## src/rtl/duc_upconverter_pkg.sv

```systemverilog
// duc_upconverter_pkg: shared widths and types for the digital up-converter.
//   LUT_IDX_W   - carrier phase bits that address the sin/cos table
//   LUT_MAG_W   - unsigned magnitude width held in the table (1..12)
//   LUT_VAL_W   - signed table output width (+-12)
//   DEF_*       - default NCO and baseband widths
package duc_upconverter_pkg;
  localparam int LUT_IDX_W       = 6;
  localparam int LUT_MAG_W       = 4;
  localparam int LUT_VAL_W       = LUT_MAG_W + 1;
  localparam int DEF_PHASE_WIDTH = 32;
  localparam int DEF_IQ_WIDTH    = 4;

  typedef logic signed [LUT_VAL_W-1:0] trig_t;
endpackage

```

## src/rtl/duc_upconverter_if.sv

```systemverilog
// duc_upconverter_if: control, baseband and IF bundle for duc_upconverter.
//   master - sample/control source (drives *_i, reads *_o)
//   slave  - the up-converter itself
interface duc_upconverter_if #(
  parameter int PHASE_WIDTH = 32,
  parameter int IQ_WIDTH    = 4,
  parameter int OUT_WIDTH   = IQ_WIDTH + 5
);
  logic                        enable_i;
  logic [PHASE_WIDTH-1:0]      carrier_freq_i;
  logic                        phase_load_i;
  logic [PHASE_WIDTH-1:0]      phase_init_i;
  logic                        sample_valid_i;
  logic signed [IQ_WIDTH-1:0]  sample_i_i;
  logic signed [IQ_WIDTH-1:0]  sample_q_i;
  logic                        if_valid_o;
  logic signed [OUT_WIDTH-1:0] if_data_o;
  logic [PHASE_WIDTH-1:0]      phase_o;

  modport master (
    output enable_i, carrier_freq_i, phase_load_i, phase_init_i,
           sample_valid_i, sample_i_i, sample_q_i,
    input  if_valid_o, if_data_o, phase_o
  );

  modport slave (
    input  enable_i, carrier_freq_i, phase_load_i, phase_init_i,
           sample_valid_i, sample_i_i, sample_q_i,
    output if_valid_o, if_data_o, phase_o
  );
endinterface

```

## src/rtl/duc_sincos_lut.sv

```systemverilog
// duc_sincos_lut: combinational 6-bit phase -> signed sin/cos (+-12).
//   i_phase - top 6 bits of the carrier phase
//   o_sin   - signed sine sample
//   o_cos   - signed cosine sample
// A 16-entry quarter-wave table is mirrored by p[4]; quadrant signs come
// from p[5] (sin) and p[5]^p[4] (cos). Same quantisation as the DDC.
module duc_sincos_lut
  import duc_upconverter_pkg::*;
(
  input  logic [LUT_IDX_W-1:0] i_phase,
  output trig_t                o_sin,
  output trig_t                o_cos
);
  logic [3:0]           w_addr;
  logic [LUT_MAG_W-1:0] w_sin_mag;
  logic [LUT_MAG_W-1:0] w_cos_mag;
  logic [LUT_VAL_W-1:0] w_sin_u;
  logic [LUT_VAL_W-1:0] w_cos_u;

  assign w_addr = i_phase[4] ? ~i_phase[3:0] : i_phase[3:0];

  always_comb begin
    w_sin_mag = 4'd1;
    w_cos_mag = 4'd12;
    case (w_addr)
      4'd0:  begin w_sin_mag = 4'd1;  w_cos_mag = 4'd12; end
      4'd1:  begin w_sin_mag = 4'd2;  w_cos_mag = 4'd12; end
      4'd2:  begin w_sin_mag = 4'd3;  w_cos_mag = 4'd12; end
      4'd3:  begin w_sin_mag = 4'd4;  w_cos_mag = 4'd11; end
      4'd4:  begin w_sin_mag = 4'd5;  w_cos_mag = 4'd11; end
      4'd5:  begin w_sin_mag = 4'd6;  w_cos_mag = 4'd10; end
      4'd6:  begin w_sin_mag = 4'd7;  w_cos_mag = 4'd10; end
      4'd7:  begin w_sin_mag = 4'd8;  w_cos_mag = 4'd9;  end
      4'd8:  begin w_sin_mag = 4'd9;  w_cos_mag = 4'd8;  end
      4'd9:  begin w_sin_mag = 4'd10; w_cos_mag = 4'd7;  end
      4'd10: begin w_sin_mag = 4'd10; w_cos_mag = 4'd6;  end
      4'd11: begin w_sin_mag = 4'd11; w_cos_mag = 4'd5;  end
      4'd12: begin w_sin_mag = 4'd11; w_cos_mag = 4'd4;  end
      4'd13: begin w_sin_mag = 4'd12; w_cos_mag = 4'd3;  end
      4'd14: begin w_sin_mag = 4'd12; w_cos_mag = 4'd2;  end
      default: begin w_sin_mag = 4'd12; w_cos_mag = 4'd1; end
    endcase
  end

  assign w_sin_u = {1'b0, w_sin_mag};
  assign w_cos_u = {1'b0, w_cos_mag};

  assign o_sin = i_phase[5]              ? trig_t'(5'd0 - w_sin_u) : trig_t'(w_sin_u);
  assign o_cos = (i_phase[5] ^ i_phase[4]) ? trig_t'(5'd0 - w_cos_u) : trig_t'(w_cos_u);
endmodule

```

## src/rtl/duc_upconverter.sv

```systemverilog
// duc_upconverter: 32-bit NCO + I*cos - Q*sin real IF generator.
//   clk, rst   - clock, async active-high reset
//   bus.slave  - enable, carrier word, phase load/init, baseband I/Q strobe
//                in; IF valid/data and accumulator value out
// Pipeline: accept edge -> stage1 (trig, I, Q) -> products -> IF register.
// Output valid rises in the cycle after the second edge following accept.
// enable_i low zeroes the valid chain (in-flight samples dropped) while
// data registers keep their contents.
module duc_upconverter
  import duc_upconverter_pkg::*;
#(
  parameter int PHASE_WIDTH = DEF_PHASE_WIDTH,
  parameter int IQ_WIDTH    = DEF_IQ_WIDTH,
  parameter int OUT_WIDTH   = IQ_WIDTH + 5
) (
  input  logic            clk,
  input  logic            rst,
  duc_upconverter_if.slave bus
);
  localparam int STAGES = 2;

  logic                        w_accept;
  logic [PHASE_WIDTH-1:0]      w_eff_phase;
  trig_t                       w_sin;
  trig_t                       w_cos;
  logic signed [OUT_WIDTH-1:0] w_icos;
  logic signed [OUT_WIDTH-1:0] w_qsin;

  logic [PHASE_WIDTH-1:0]      r_acc;
  logic [STAGES:0]             r_vld_pipe;
  trig_t                       r_s1_sin;
  trig_t                       r_s1_cos;
  logic signed [IQ_WIDTH-1:0]  r_s1_i;
  logic signed [IQ_WIDTH-1:0]  r_s1_q;
  logic signed [OUT_WIDTH-1:0] r_p_icos;
  logic signed [OUT_WIDTH-1:0] r_p_qsin;
  logic signed [OUT_WIDTH-1:0] r_if_data;

  assign w_accept    = bus.enable_i & bus.sample_valid_i;
  // A load strobe coincident with an accept applies to that very sample.
  assign w_eff_phase = bus.phase_load_i ? bus.phase_init_i : r_acc;

  always_ff @(posedge clk or posedge rst) begin
    if (rst)                   r_acc <= '0;
    else if (w_accept)         r_acc <= w_eff_phase + bus.carrier_freq_i;
    else if (bus.phase_load_i) r_acc <= bus.phase_init_i;
  end

  duc_sincos_lut u_lut (
    .i_phase (w_eff_phase[PHASE_WIDTH-1 -: LUT_IDX_W]),
    .o_sin   (w_sin),
    .o_cos   (w_cos)
  );

  // Sign-extend both operands to the output width; |I*trig| <= 96 fits.
  assign w_icos = OUT_WIDTH'(r_s1_i) * OUT_WIDTH'(r_s1_cos);
  assign w_qsin = OUT_WIDTH'(r_s1_q) * OUT_WIDTH'(r_s1_sin);

  always_ff @(posedge clk or posedge rst) begin
    if (rst) begin
      r_vld_pipe <= '0;
      r_s1_sin   <= '0;
      r_s1_cos   <= '0;
      r_s1_i     <= '0;
      r_s1_q     <= '0;
      r_p_icos   <= '0;
      r_p_qsin   <= '0;
      r_if_data  <= '0;
    end else begin
      r_vld_pipe <= bus.enable_i ? {r_vld_pipe[STAGES-1:0], w_accept} : '0;
      if (w_accept) begin
        r_s1_sin <= w_sin;
        r_s1_cos <= w_cos;
        r_s1_i   <= bus.sample_i_i;
        r_s1_q   <= bus.sample_q_i;
      end
      if (bus.enable_i && r_vld_pipe[0]) begin
        r_p_icos <= w_icos;
        r_p_qsin <= w_qsin;
      end
      if (bus.enable_i && r_vld_pipe[1])
        r_if_data <= r_p_icos - r_p_qsin;
    end
  end

  assign bus.if_valid_o = r_vld_pipe[STAGES];
  assign bus.if_data_o  = r_if_data;
  assign bus.phase_o    = r_acc;
endmodule

```

## src/flat_wrapper.sv

```systemverilog
// flat-port wrapper written by rule: the top's interface ports become plain ports
module duc_upconverter_flat import duc_upconverter_pkg::*;
#(
  parameter int PHASE_WIDTH = DEF_PHASE_WIDTH,
  parameter int IQ_WIDTH    = DEF_IQ_WIDTH,
  parameter int OUT_WIDTH   = IQ_WIDTH + 5
)
  (clk, rst, bus_enable_i, bus_carrier_freq_i, bus_phase_load_i, bus_phase_init_i, bus_sample_valid_i, bus_sample_i_i, bus_sample_q_i, bus_if_valid_o, bus_if_data_o, bus_phase_o);
  duc_upconverter_if #(.PHASE_WIDTH(PHASE_WIDTH), .IQ_WIDTH(IQ_WIDTH), .OUT_WIDTH(OUT_WIDTH)) bus_i ();
  input  logic clk;
  input  logic rst;
  input wire logic [$bits(bus_i.enable_i)-1:0] bus_enable_i;
  input wire logic [$bits(bus_i.carrier_freq_i)-1:0] bus_carrier_freq_i;
  input wire logic [$bits(bus_i.phase_load_i)-1:0] bus_phase_load_i;
  input wire logic [$bits(bus_i.phase_init_i)-1:0] bus_phase_init_i;
  input wire logic [$bits(bus_i.sample_valid_i)-1:0] bus_sample_valid_i;
  input wire logic [$bits(bus_i.sample_i_i)-1:0] bus_sample_i_i;
  input wire logic [$bits(bus_i.sample_q_i)-1:0] bus_sample_q_i;
  output wire logic [$bits(bus_i.if_valid_o)-1:0] bus_if_valid_o;
  output wire logic [$bits(bus_i.if_data_o)-1:0] bus_if_data_o;
  output wire logic [$bits(bus_i.phase_o)-1:0] bus_phase_o;
  assign bus_i.enable_i = bus_enable_i;
  assign bus_i.carrier_freq_i = bus_carrier_freq_i;
  assign bus_i.phase_load_i = bus_phase_load_i;
  assign bus_i.phase_init_i = bus_phase_init_i;
  assign bus_i.sample_valid_i = bus_sample_valid_i;
  assign bus_i.sample_i_i = bus_sample_i_i;
  assign bus_i.sample_q_i = bus_sample_q_i;
  assign bus_if_valid_o = bus_i.if_valid_o;
  assign bus_if_data_o = bus_i.if_data_o;
  assign bus_phase_o = bus_i.phase_o;
  duc_upconverter #(.PHASE_WIDTH(PHASE_WIDTH), .IQ_WIDTH(IQ_WIDTH), .OUT_WIDTH(OUT_WIDTH)) u_core (.clk(clk), .rst(rst), .bus(bus_i));
endmodule
```

## config.mk

```make
export PLATFORM = sky130hd
export DESIGN_NAME = duc_upconverter_flat
export DESIGN_NICKNAME = d
export VERILOG_FILES = /design/src/rtl/duc_upconverter_pkg.sv /design/src/rtl/duc_upconverter_if.sv /design/src/rtl/duc_sincos_lut.sv /design/src/rtl/duc_upconverter.sv /design/src/flat_wrapper.sv
export SDC_FILE = /design/constraint.sdc
export NUM_CORES = 1
export LEC_CHECK = 0
export CORE_ASPECT_RATIO = 2
export CORE_MARGIN = 2
export CORE_UTILIZATION = 55
export CTS_CLUSTER_DIAMETER = 120
export DETAILED_ROUTE_END_ITERATION = 12
export GPL_TIMING_DRIVEN = 0
export PLACE_DENSITY = 0.91
export SETUP_SLACK_MARGIN = 0.15
export SYNTH_ARGS = -nofsm -noshare
export SYNTH_HDL_FRONTEND = slang
export SYNTH_SLANG_ARGS = --single-unit
export TNS_END_PERCENT = 5
```

## constraint.sdc

```tcl
create_clock -name clk -period 4.2 [get_ports clk]
set_input_delay 0.84 -clock clk [delete_from_list [all_inputs] [get_ports clk]]
set_output_delay 0.84 -clock clk [all_outputs]
set_load 0.01 [all_outputs]
```

==> out/results.txt, run 1 <==
Crit path max-delay family: compound AO/OA/AOI/OAI gates
crit path DAT: 4.19 ns
nets: 1096
number of flops mapped to enable cells by yosys: 0
number of synthesized register bits: 80
chip width: 83.8 um
Syn. warnings: 0
clk_skew: 0.00691 ns
unrepaired setup endpoints after global routing: true
GR Util All Layers: 28.7%
Post-Route WL: 19.4 mm
Most used DFF post-synth: dfrtp_1
Post-Syn Area per Cell: 8.80 um2
Remaining DRCs: 0
Cell variety after synth: 61
Clock Sinks: 80
htree depth: 3
final worst path period share: 94.5%
GPL Wtd Cong: 0.933
critical path startpoint: bus_phase_load_i
Synth Instances: 795
Leakage Power: 4.04 nW
Placed Area: 8390 um2
min cycle time layout: 3.97 ns
port bufs: 117
Design Area, Final: 8720 um2
iteration-0 DRC count of the detailed router: 281
Setup TNS: 0 ns
Core ar.: 12500 um2
CTS max path bufs: 2
CP endpoint kind: register
Final Hold Fails: 0
global route overflow: 0
vias in the first global route: 6994
first-pass GRT wire length: 31.4 mm
Setup-failing EPs final: 0
Syn Nets: 967
fmax: 252 MHz
Max stage delay cell, worst path: o41a_1
worst reg2reg path startpoint: u_core.r_s1_cos[0]
share of cells above drive strength 1: 7.86%
Setup Fix Bufs, Post-CTS: 0
Crit path required time: 4.42 ns
drt first pass iters: 8
Post-DRT Antenna Nets: 0
Hold Startpoint: u_core.bus.if_data_o[0]
Pins Over Slew Limit: 0
status: finished clean
Synth Cell Area: 7000 um2
ANT cells: 0
synth-to-layout area growth: 24.6%
CTS Root Cell: clkbuf_16
number of buffers created by CTS: 9
Max-cap violations: 0
Vias: 6399
die footprint: 13700 um2
WS Path Type: in -> reg
Worst VDD drop: 0.430 mV
Max stage delay on crit path: 0.50 ns
detailed placement HPWL: 15.4 mm
PD cells: 527 nW/um2
latest clock arrival within the worst-skew pair: 0.35 ns
sequential share of the synthesized area: 28.6%
Ports: 119
Hold Buf Count CTS: 0
Tot Pwr: 4.59 mW
die span in y: 164 um
WL/cell: 18.0 um
CP max FO: 10
pre-CTS setup slack: -1.17 ns
worst min path class: reg -> reg
Worst-path clk slew: 0.06 ns
Slew @ Worst Pin: 0.757 ns
Row Count: 58
Slew HR: 49.0%
largest net degree at the start of global routing: 66
crit path launch type: input pin
crit-path cells: clkdlybuf4s15_2, clkbuf_8, clkbuf_4, mux2_2, ha_1, inv_1, fa_1, nor2b_4, o31a_1, o2111ai_2, a31oi_2, o41a_1, a2111oi_2, a211oi_1
CP bufs+invs: 4
async set-or-reset flop fraction in the synthesized netlist: 100%
CTS tree: done
via count normalized by instance count: 5.93
initial antenna violation count: 0
initial core utilization: 56.1%
min setup slack post-route: 0.230 ns
tightest hold or removal path, stage by stage, from the launching register on:
cell and delay, ns:
dfrtp_1 0.34, nand2_1 0.05, o21ai_0 0.06
state kept, by name (all words and copies together), names as in the netlist:
signal,flops
u_core.r_p_qsin,9
u_core.bus.if_data_o,9
u_core.r_s1_cos,5
u_core.r_s1_q,4
u_core.r_s1_i,4
u_core.r_p_icos,9
u_core.bus.phase_o,32
u_core.r_vld_pipe,3
u_core.r_s1_sin,5
what timing repair did:
action / CTS / global route
gates cloned: 0 / 0
pin swaps: 0 / 0
setup endpoints to repair: 35 / 6
gates resized for setup: 10 / 1
endpoints found under the hold margin: 0 / 0
per-layer routing:
metal | up-vias | wire, um | global-route usage, %
met3 | 95 | 854 | 4.60
met1 | 3052 | 6270 | 24.5
met5 | - | 0 | 0
met4 | 0 | 1330 | 19.9
met2 | 240 | 11000 | 57.9
li1 | 3012 | - | -
placed cells by master (no fill, tap or decap), types with 9 or more instances in the layout:
cell type | synthesis | final
fa_1 | 24 | 24
o21ai_0 | 50 | 50
nand2_1 | 101 | 101
and2_1 | 24 | 24
clkbuf_1 | 22 | 20
inv_1 | 51 | 50
xnor2_1 | 37 | 37
a21oi_1 | 70 | 70
ha_1 | 71 | 71
nor2_1 | 60 | 60
nand3_1 | 11 | 11
xor2_1 | 22 | 22
mux2_2 | 34 | 34
dfrtp_1 | 80 | 80
o21a_1 | 9 | 9
a21o_1 | 26 | 26
nor3_1 | 9 | 9
clkdlybuf4s50_1 | 0 | 116
clkbuf_16 | 0 | 9
layout make-up:
class | count | area (um2)
Clock inverter | 6 | 68.8
Sequential cell | 80 | 2000
Clock buffer | 10 | 239
Tap cell | 150 | 188
Multi-Input combinational cell | 634 | 4680
Buffer | 29 | 140
Inverter | 52 | 198
Fill cell | 928 | 3760
Timing Repair Buffer | 118 | 1200
logic make-up (layout without fill, tap and decap cells):
group / count (synthesis) / after routing / synth area share [%]
AND/OR/NAND/NOR: 232 / 232 / 15.0
adder cells (fa/ha/maj): 95 / 95 / 19.6
multiplexers: 40 / 40 / 6.33
flip-flops: 80 / 80 / 28.6
XOR/XNOR: 59 / 59 / 7.39
AO/OA/AOI/OAI: 208 / 208 / 18.5
buffers and inverters: 81 / 215 / 4.56
worst paths after layout:
| path | slack, ns | end | cells after the start |
|---|---|---|---|
| max | 0.23 | u_core.bus.phase_o[30] | 14 |
| min | 0.48 | u_core.bus.if_data_o[0] | 2 |
| min in group asynchronous | 0.81 | u_core.bus.if_data_o[2] | 2 |
| max in group asynchronous | 2.79 | u_core.r_p_icos[1] | 3 |
| min reg2reg | 0.48 | u_core.bus.if_data_o[0] | 2 |
| max reg2reg | 0.64 | u_core.r_p_icos[7] | 11 |
cell usage after synthesis (all sizes together) (3+ instances only):
master,n,area (um2)
a21oi,70,350
nor2,60,225
nor3,9,45.0
mux2i,6,60.1
fa,24,480
nor2b,3,26.3
buf,7,41.3
and3,5,31.3
o21bai,4,30.0
mux2,34,383
clkbuf,22,82.6
nand3,11,55.1
o22ai,4,25.0
nor4b,4,41.3
a21o,26,195
a211oi,5,42.5
inv,51,191
dfrtp,80,2000
o21a,9,67.6
nand2b,5,31.3
nand4,3,18.8
o21ai,58,290
nand2,101,379
a31oi,6,37.5
xor2,22,193
ha,71,888
o2111ai,3,38.8
and2,24,150
xnor2,37,324
o211ai,5,37.5
through the flow:
stage / instances / utilization (%) / hold slack (ns)
after floorplan: 795 / - / 0.450
after global placement: 1062 / 66.9 / 0.460
after detailed placement: 1063 / 67.2 / 0.469
after CTS: 1079 / 69.8 / 0.482
after global routing: 1079 / 69.8 / 0.507
final: 1079 / 69.8 / 0.478
report_power, final:
part           switching (mW)  internal [mW]
registers               0.176          0.997
clock network           0.342          0.479
logic                    1.38           1.22
total                    1.90           2.70
No activity file was read; power rests on OpenSTA's default activity.
==> inputs of run 2 (changes only) <==
==> constraint.sdc (replaced) <==
create_clock -name clk -period 4.2 [get_ports clk]
set_input_delay 0.84 -clock clk [delete_from_list [all_inputs] [get_ports clk]]
set_output_delay 0.84 -clock clk [all_outputs]
set_load 0.005 [all_outputs]
==> results of run 2 <==
The final DEF is identical to that of run 1. Status: finished clean.
Main changes from that run: total power 4.59 mW -> 4.55 mW; worst IR drop on VDD 0.430 mV -> 0.421 mV
